===== src/rtl/alu_pkg.sv =====
// rtl/alu_pkg.sv - shared widths, opcodes and issue FSM encoding for the alu block and its controller
package alu_pkg;

  localparam int DW   = 32;
  localparam int NREG = 8;
  localparam int AW   = $clog2(NREG);

  // ALU select codes; OP_LDI never reaches the ALU, the controller consumes it.
  localparam logic [3:0] OP_ADD  = 4'h0;
  localparam logic [3:0] OP_SUB  = 4'h1;
  localparam logic [3:0] OP_AND  = 4'h2;
  localparam logic [3:0] OP_OR   = 4'h3;
  localparam logic [3:0] OP_XOR  = 4'h4;
  localparam logic [3:0] OP_SLL1 = 4'h5;
  localparam logic [3:0] OP_SRL1 = 4'h6;
  localparam logic [3:0] OP_NOT  = 4'h7;
  localparam logic [3:0] OP_LDI  = 4'hF;

  // Issue FSM encoding.
  localparam logic [1:0] ST_IDLE = 2'd0;
  localparam logic [1:0] ST_EXEC = 2'd1;
  localparam logic [1:0] ST_WB   = 2'd2;

  // Immediate loads bypass the ALU entirely.
  function automatic logic op_is_ldi(input logic [3:0] op);
    return op == OP_LDI;
  endfunction

endpackage


===== src/rtl/alu_regfile.sv =====
// rtl/alu_regfile.sv - NREG x DW operand register file, one write port, two operand reads, one debug read
module alu_regfile
  import alu_pkg::*;
(
  input  logic          clk,
  input  logic          rst,
  input  logic          we,
  input  logic [AW-1:0] waddr,
  input  logic [DW-1:0] wdata,
  input  logic [AW-1:0] raddr1,
  output logic [DW-1:0] rdata1,
  input  logic [AW-1:0] raddr2,
  output logic [DW-1:0] rdata2,
  input  logic [AW-1:0] dbg_addr,
  output logic [DW-1:0] dbg_data
);

  logic [DW-1:0] rf_q [NREG];
  logic [DW-1:0] rf_d [NREG];

  // Next register contents: apply the write, then force entry 0 back to zero.
  always_comb begin
    for (int i = 0; i < NREG; i++) begin
      rf_d[i] = rf_q[i];
    end
    if (we) begin
      rf_d[waddr] = wdata;
    end
    rf_d[0] = '0;
  end

  // Register storage with synchronous clear.
  always_ff @(posedge clk) begin
    for (int i = 0; i < NREG; i++) begin
      if (rst) begin
        rf_q[i] <= '0;
      end else begin
        rf_q[i] <= rf_d[i];
      end
    end
  end

  assign rdata1   = rf_q[raddr1];
  assign rdata2   = rf_q[raddr2];
  assign dbg_data = rf_q[dbg_addr];

endmodule


===== src/rtl/alu_issue_ctrl.sv =====
// rtl/alu_issue_ctrl.sv - command issue, operand staging and writeback wrapper around the combinational alu
module alu_issue_ctrl
  import alu_pkg::*;
(
  input  logic          clk,
  input  logic          rst,
  input  logic          cmd_valid,
  output logic          cmd_ready,
  input  logic [3:0]    cmd_op,
  input  logic [AW-1:0] cmd_rd,
  input  logic [AW-1:0] cmd_rs1,
  input  logic [AW-1:0] cmd_rs2,
  input  logic [DW-1:0] cmd_imm,
  output logic [DW-1:0] alu_a,
  output logic [DW-1:0] alu_b,
  output logic [3:0]    alu_s,
  input  logic [DW-1:0] alu_o,
  output logic          done,
  output logic [DW-1:0] done_data,
  input  logic [AW-1:0] dbg_addr,
  output logic [DW-1:0] dbg_data
);

  logic [1:0]    state_q,     state_d;
  logic [AW-1:0] rd_q,        rd_d;
  logic [DW-1:0] result_q,    result_d;
  logic [DW-1:0] alu_a_q,     alu_a_d;
  logic [DW-1:0] alu_b_q,     alu_b_d;
  logic [3:0]    alu_s_q,     alu_s_d;
  logic          done_q,      done_d;
  logic [DW-1:0] done_data_q, done_data_d;

  logic [DW-1:0] rs1_data;
  logic [DW-1:0] rs2_data;

  // Writeback happens in the WB cycle, so a following accept always sees the new value.
  alu_regfile u_regfile (
    .clk      (clk),
    .rst      (rst),
    .we       (state_q == ST_WB),
    .waddr    (rd_q),
    .wdata    (result_q),
    .raddr1   (cmd_rs1),
    .rdata1   (rs1_data),
    .raddr2   (cmd_rs2),
    .rdata2   (rs2_data),
    .dbg_addr (dbg_addr),
    .dbg_data (dbg_data)
  );

  // Issue FSM: accept in IDLE, let the ALU settle in EXEC, commit and report in WB.
  always_comb begin
    state_d     = state_q;
    rd_d        = rd_q;
    result_d    = result_q;
    alu_a_d     = alu_a_q;
    alu_b_d     = alu_b_q;
    alu_s_d     = alu_s_q;
    done_d      = 1'b0;
    done_data_d = done_data_q;
    case (state_q)
      ST_IDLE: begin
        if (cmd_valid) begin
          rd_d = cmd_rd;
          if (op_is_ldi(cmd_op)) begin
            result_d = cmd_imm;
            state_d  = ST_WB;
          end else begin
            alu_a_d = rs1_data;
            alu_b_d = rs2_data;
            alu_s_d = cmd_op;
            state_d = ST_EXEC;
          end
        end
      end
      ST_EXEC: begin
        result_d = alu_o;
        state_d  = ST_WB;
      end
      ST_WB: begin
        done_d      = 1'b1;
        done_data_d = result_q;
        state_d     = ST_IDLE;
      end
      default: begin
        state_d = ST_IDLE;
      end
    endcase
  end

  // State registers; reset aborts any in-flight command without a done pulse.
  always_ff @(posedge clk) begin
    if (rst) begin
      state_q     <= ST_IDLE;
      rd_q        <= '0;
      result_q    <= '0;
      alu_a_q     <= '0;
      alu_b_q     <= '0;
      alu_s_q     <= 4'h0;
      done_q      <= 1'b0;
      done_data_q <= '0;
    end else begin
      state_q     <= state_d;
      rd_q        <= rd_d;
      result_q    <= result_d;
      alu_a_q     <= alu_a_d;
      alu_b_q     <= alu_b_d;
      alu_s_q     <= alu_s_d;
      done_q      <= done_d;
      done_data_q <= done_data_d;
    end
  end

  assign cmd_ready = (state_q == ST_IDLE);
  assign alu_a     = alu_a_q;
  assign alu_b     = alu_b_q;
  assign alu_s     = alu_s_q;
  assign done      = done_q;
  assign done_data = done_data_q;

endmodule


===== config.mk =====
export PLATFORM = sky130hd
export DESIGN_NAME = alu_issue_ctrl
export DESIGN_NICKNAME = d
export VERILOG_FILES = /design/src/rtl/alu_pkg.sv /design/src/rtl/alu_regfile.sv /design/src/rtl/alu_issue_ctrl.sv
export SDC_FILE = /design/constraint.sdc
export NUM_CORES = 1
export LEC_CHECK = 0
export CORE_MARGIN = 4
export CORE_UTILIZATION = 45
export CTS_CLUSTER_SIZE = 28
export DETAILED_ROUTE_END_ITERATION = 16
export PLACE_DENSITY = 0.66
export SYNTH_ARGS = -nofsm -noshare
export SYNTH_HDL_FRONTEND = slang
export SYNTH_SLANG_ARGS = --single-unit

===== constraint.sdc =====
create_clock -name clk -period 2.4 [get_ports clk]
set_input_delay 0.36 -clock clk [delete_from_list [all_inputs] [get_ports clk]]
set_output_delay 0.36 -clock clk [all_outputs]
set_load 0.01 [all_outputs]

==> out/qor.txt <==
CLOCKING
---------------------------------------------------------------------------------
CTS tree                                                                    built
Post-cts sizing count                                                          36
Clock transition at path regs                                             0.06 ns
Cts bufs inserted                                                              40
Sink Count                                                                    362
Number of H-tree levels                                                         2
Cell at the root of the clock tree                                      clkbuf_16
Post-CTS repair timing setup buffer count                                       0
Worst-Skew Late Latency                                                   0.57 ns
CTS hold repair buffers                                                         0
Max Root-Sink Buffers                                                           3

LOGIC SYNTHESIS
---------------------------------------------------------------------------------
List of most frequent post-synthesis cells                           522 x nand2_1, 362 x dfxtp_1, 294 x a21oi_1, 203 x nor2_1, 192 x mux2i_1
Ys async rst share                                                              0
Portion of synthesized cell area occupied by the leading cell type         0.3988
Total nets after synthesis                                                   2267
Post-synthesis cell type count                                                 35
Number of instances in the synthesized netlist                               2184
Number of enable flip-flop cells after synthesis                                0
Most common flop cell mapped by yosys                                     dfxtp_1
Yosys reg bits                                                                362
Mean instance size in the synthesized netlist                         8.320 sq um
Cells taking the most area after synthesis                           dfxtp_1 40%, nand2_1 11%, mux2i_1 11%
Yosys warnings                                                                  0
Post-synth top area cell                                                  dfxtp_1
Area of the mapped netlist                                           0.01817 sq mm
Most frequent cell after synthesis                                        nand2_1
Portion of the post-synthesis area used by sequential elements             0.3988

FLOORPLAN
---------------------------------------------------------------------------------
Site row count                                                                 73
Placeable core region                                                0.03982 sq mm
Starting utilization of the core area                                      0.4563
Chip Height                                                          208.9 microns
Overall die area                                                     0.04366 sq mm
Floorplan die width                                                  208.9 microns
# IOs                                                                         217

STA
---------------------------------------------------------------------------------
Slew HR                                                                    0.3227
Final worst clock skew                                                 0.01275 ns
Unrepaired setup endpoints after global routing                                no
Slew at the pin closest to its max-slew limit                            1.016 ns
Setup violations, final                                                         0
Period utilisation layout                                                  0.9944
Final number of hold-violating endpoints                                        0
Fmax                                                                    419.0 MHz
Final critical-path setup slack                                        0.01341 ns
Minimum period implied by the final worst setup slack                    2.387 ns
Setup TNS                                                                    0 ns
Number of max-slew violations in the final report                               0

CRITICAL PATH
---------------------------------------------------------------------------------
Critical-path cell with the highest stage delay                         a2111oi_0
Biggest cell delay along the critical path                                0.66 ns
Critical path startpoint category                                       flip-flop
Worst path required time                                                  2.84 ns
Crit path arrival time                                                    2.83 ns
Setup Crit Path Kind                                                 flip-flop to flip-flop
Critical path fanouts, max                                                     31
Cells along the critical path                                        or3b_1, or2_4, buf_12, a2111oi_0, buf_4, nor3_1
Sort of element at the end of the critical path                         flip-flop

CELLS AND AREA
---------------------------------------------------------------------------------
Post-synthesis to final-layout area growth                                 25.82%
Fraction of final layout cells sized beyond drive strength 1               0.1477
# nets final                                                                 2419
FF/Latch Area                                                        0.007253 sq mm
Filler cells                                                                 3589
Total inserted antenna cells                                                    0
Area occupied by multi-input gates                                   0.009983 sq mm

POWER AND IR DROP
---------------------------------------------------------------------------------
Worst-case vdd ir drop                                                   449.4 uV
Switching power summed over all nets                                     3.732 mW
Power per Cell Area                                                  625.7 mW/mm^2
Share of total power in the clock network                                   0.428
Comb power frac                                                             0.125
Cell internal power dissipation                                          10.57 mW
Sequential group share of total power                                       0.447
Switching share of total power                                             0.2609
Leakage dissipation                                                      8.064 nW

GLOBAL ROUTING
---------------------------------------------------------------------------------
Number of global-route vias before repair                                   16810
Wire length of the first global-routing pass                             97.37 mm
Largest net degree at the start of global routing                              71
Number of antenna violations at the first check in global routing               0
GRT overflow                                                                    0
All-layer global routing usage                                             0.2766

PLACEMENT
---------------------------------------------------------------------------------
Number of buffers added on ports                                              216
Half-perimeter wire length after detailed placement                      40.14 mm
Dpl ws                                                                 -0.3006 ns
Routability congestion estimate                                            0.8854

DRT
---------------------------------------------------------------------------------
ANT nets after route                                                            0
Routed vias                                                                 17230
First-pass DRT Iterations                                                       6
Initial drt markers                                                          1741
Post-route DRC violation count                                                  0
Final WL                                                                 63.13 mm
Vias per cell                                                               5.967
Avg WL per Cell                                                      21.86 microns

OUTCOME
---------------------------------------------------------------------------------
Outcome                                                                 completed

HOLD PATH
---------------------------------------------------------------------------------
Worst hold path type                                                 primary input to flip-flop

FLOW RUN
---------------------------------------------------------------------------------
Max cap viols                                                                   0

==> sequential cells by signal, summed over array words and instances (netlist names) <==
signal          flops
done                1
rd_q                3
result_q           32
alu_b              32
done_data          32
state_q             2
alu_s               4
u_regfile.rf_q    224
alu_a              32
==> per-stage QoR <==
step / std cells / utilization / power [mW] / hold slack [ns] / area [sq um]
floorplan: 2184 / - / 7.345 / 0.4551 / 18170
global placement: 2819 / 0.5419 / 8.295 / 0.4439 / 21580
detailed placement: 2819 / 0.5419 / 8.315 / 0.4458 / 21580
CTS: 2888 / 0.5738 / 14.36 / 0.1771 / 22850
global route: 2888 / 0.5741 / 14.73 / 0.2053 / 22860
finish: 2888 / 0.5741 / 14.30 / 0.1817 / 22860
==> final timing paths <==
path	to	startpoint	slack [ns]	depth (start not counted)
max	alu_b[27]	state_q[1]	0.01	6
min	u_regfile.rf_q[2][10]	rst	0.18	2
max reg2reg	alu_b[27]	state_q[1]	0.01	6
min reg2reg	done_data[12]	done_data[12]	0.45	2
==> logic make-up (layout without fill, tap and decap cells) <==
| kind of cell | after synthesis | after routing | synth area share |
|---|---|---|---|
| simple gates | 823 | 823 | 0.1801 |
| buf+inv | 257 | 436 | 0.05874 |
| compound gates | 486 | 486 | 0.1970 |
| mux | 256 | 256 | 0.1653 |
| flops | 362 | 362 | 0.3988 |
==> placed cells by master, fill, tap and decap left out, drive strengths merged <==
master,instances
clkinv,8
a2111oi,64
mux4,32
or3,2
buf,125
nand3b,1
nor3,69
mux2,32
o221a,32
and4,1
o22ai,64
nor3b,4
nand3,5
dlygate4sd2,29
a21oi,294
inv,34
a221oi,32
nor2b,2
clkbuf,54
bufinv,2
nand2b,6
dfxtp,362
mux2i,192
clkinvlp,3
or4b,1
clkdlybuf4s50,178
nor2,203
nor4b,1
or2,2
dlymetal6s2s,3
and3,1
or3b,3
nand2,522
==> metal layers <==
layer,vias to the layer above,global-route usage,wire [microns]
met4,0,0.1064,2283
met3,170,0.04384,5109
met2,852,0.4612,29910
met5,-,0,0
li1,7921,-,-
met1,8291,0.3624,25830
==> cell type report <==
cell class	instances	area share
Clock buffer	54	0.05008
Inverter	32	0.005254
Sequential cell	362	0.3173
Timing Repair Buffer	335	0.1558
Multi-Input combinational cell	1565	0.4367
Clock inverter	15	0.006130
Tap cell	525	0.02873
==> power by group through the flow <==
| stage | Clock (mW) | Sequential, mW | Combinational (mW) |
|---|---|---|---|
| after floorplan | 0 | 6.41 | 0.936 |
| after global placement | 0 | 6.51 | 1.78 |
| after detailed placement | 0 | 6.52 | 1.80 |
| after CTS | 6.19 | 6.38 | 1.79 |
| after global routing | 6.43 | 6.41 | 1.90 |
| final | 6.12 | 6.39 | 1.79 |
==> critical path: cells and delay by family (launching register included) <==
kind | cells | cell delay, ns
AND/OR/NAND/NOR | 3 | 0.77
AO/OA/AOI/OAI | 1 | 0.66
buffers and inverters | 2 | 0.41
flip-flops | 1 | 0.41
(Power assumes the default switching activity.)
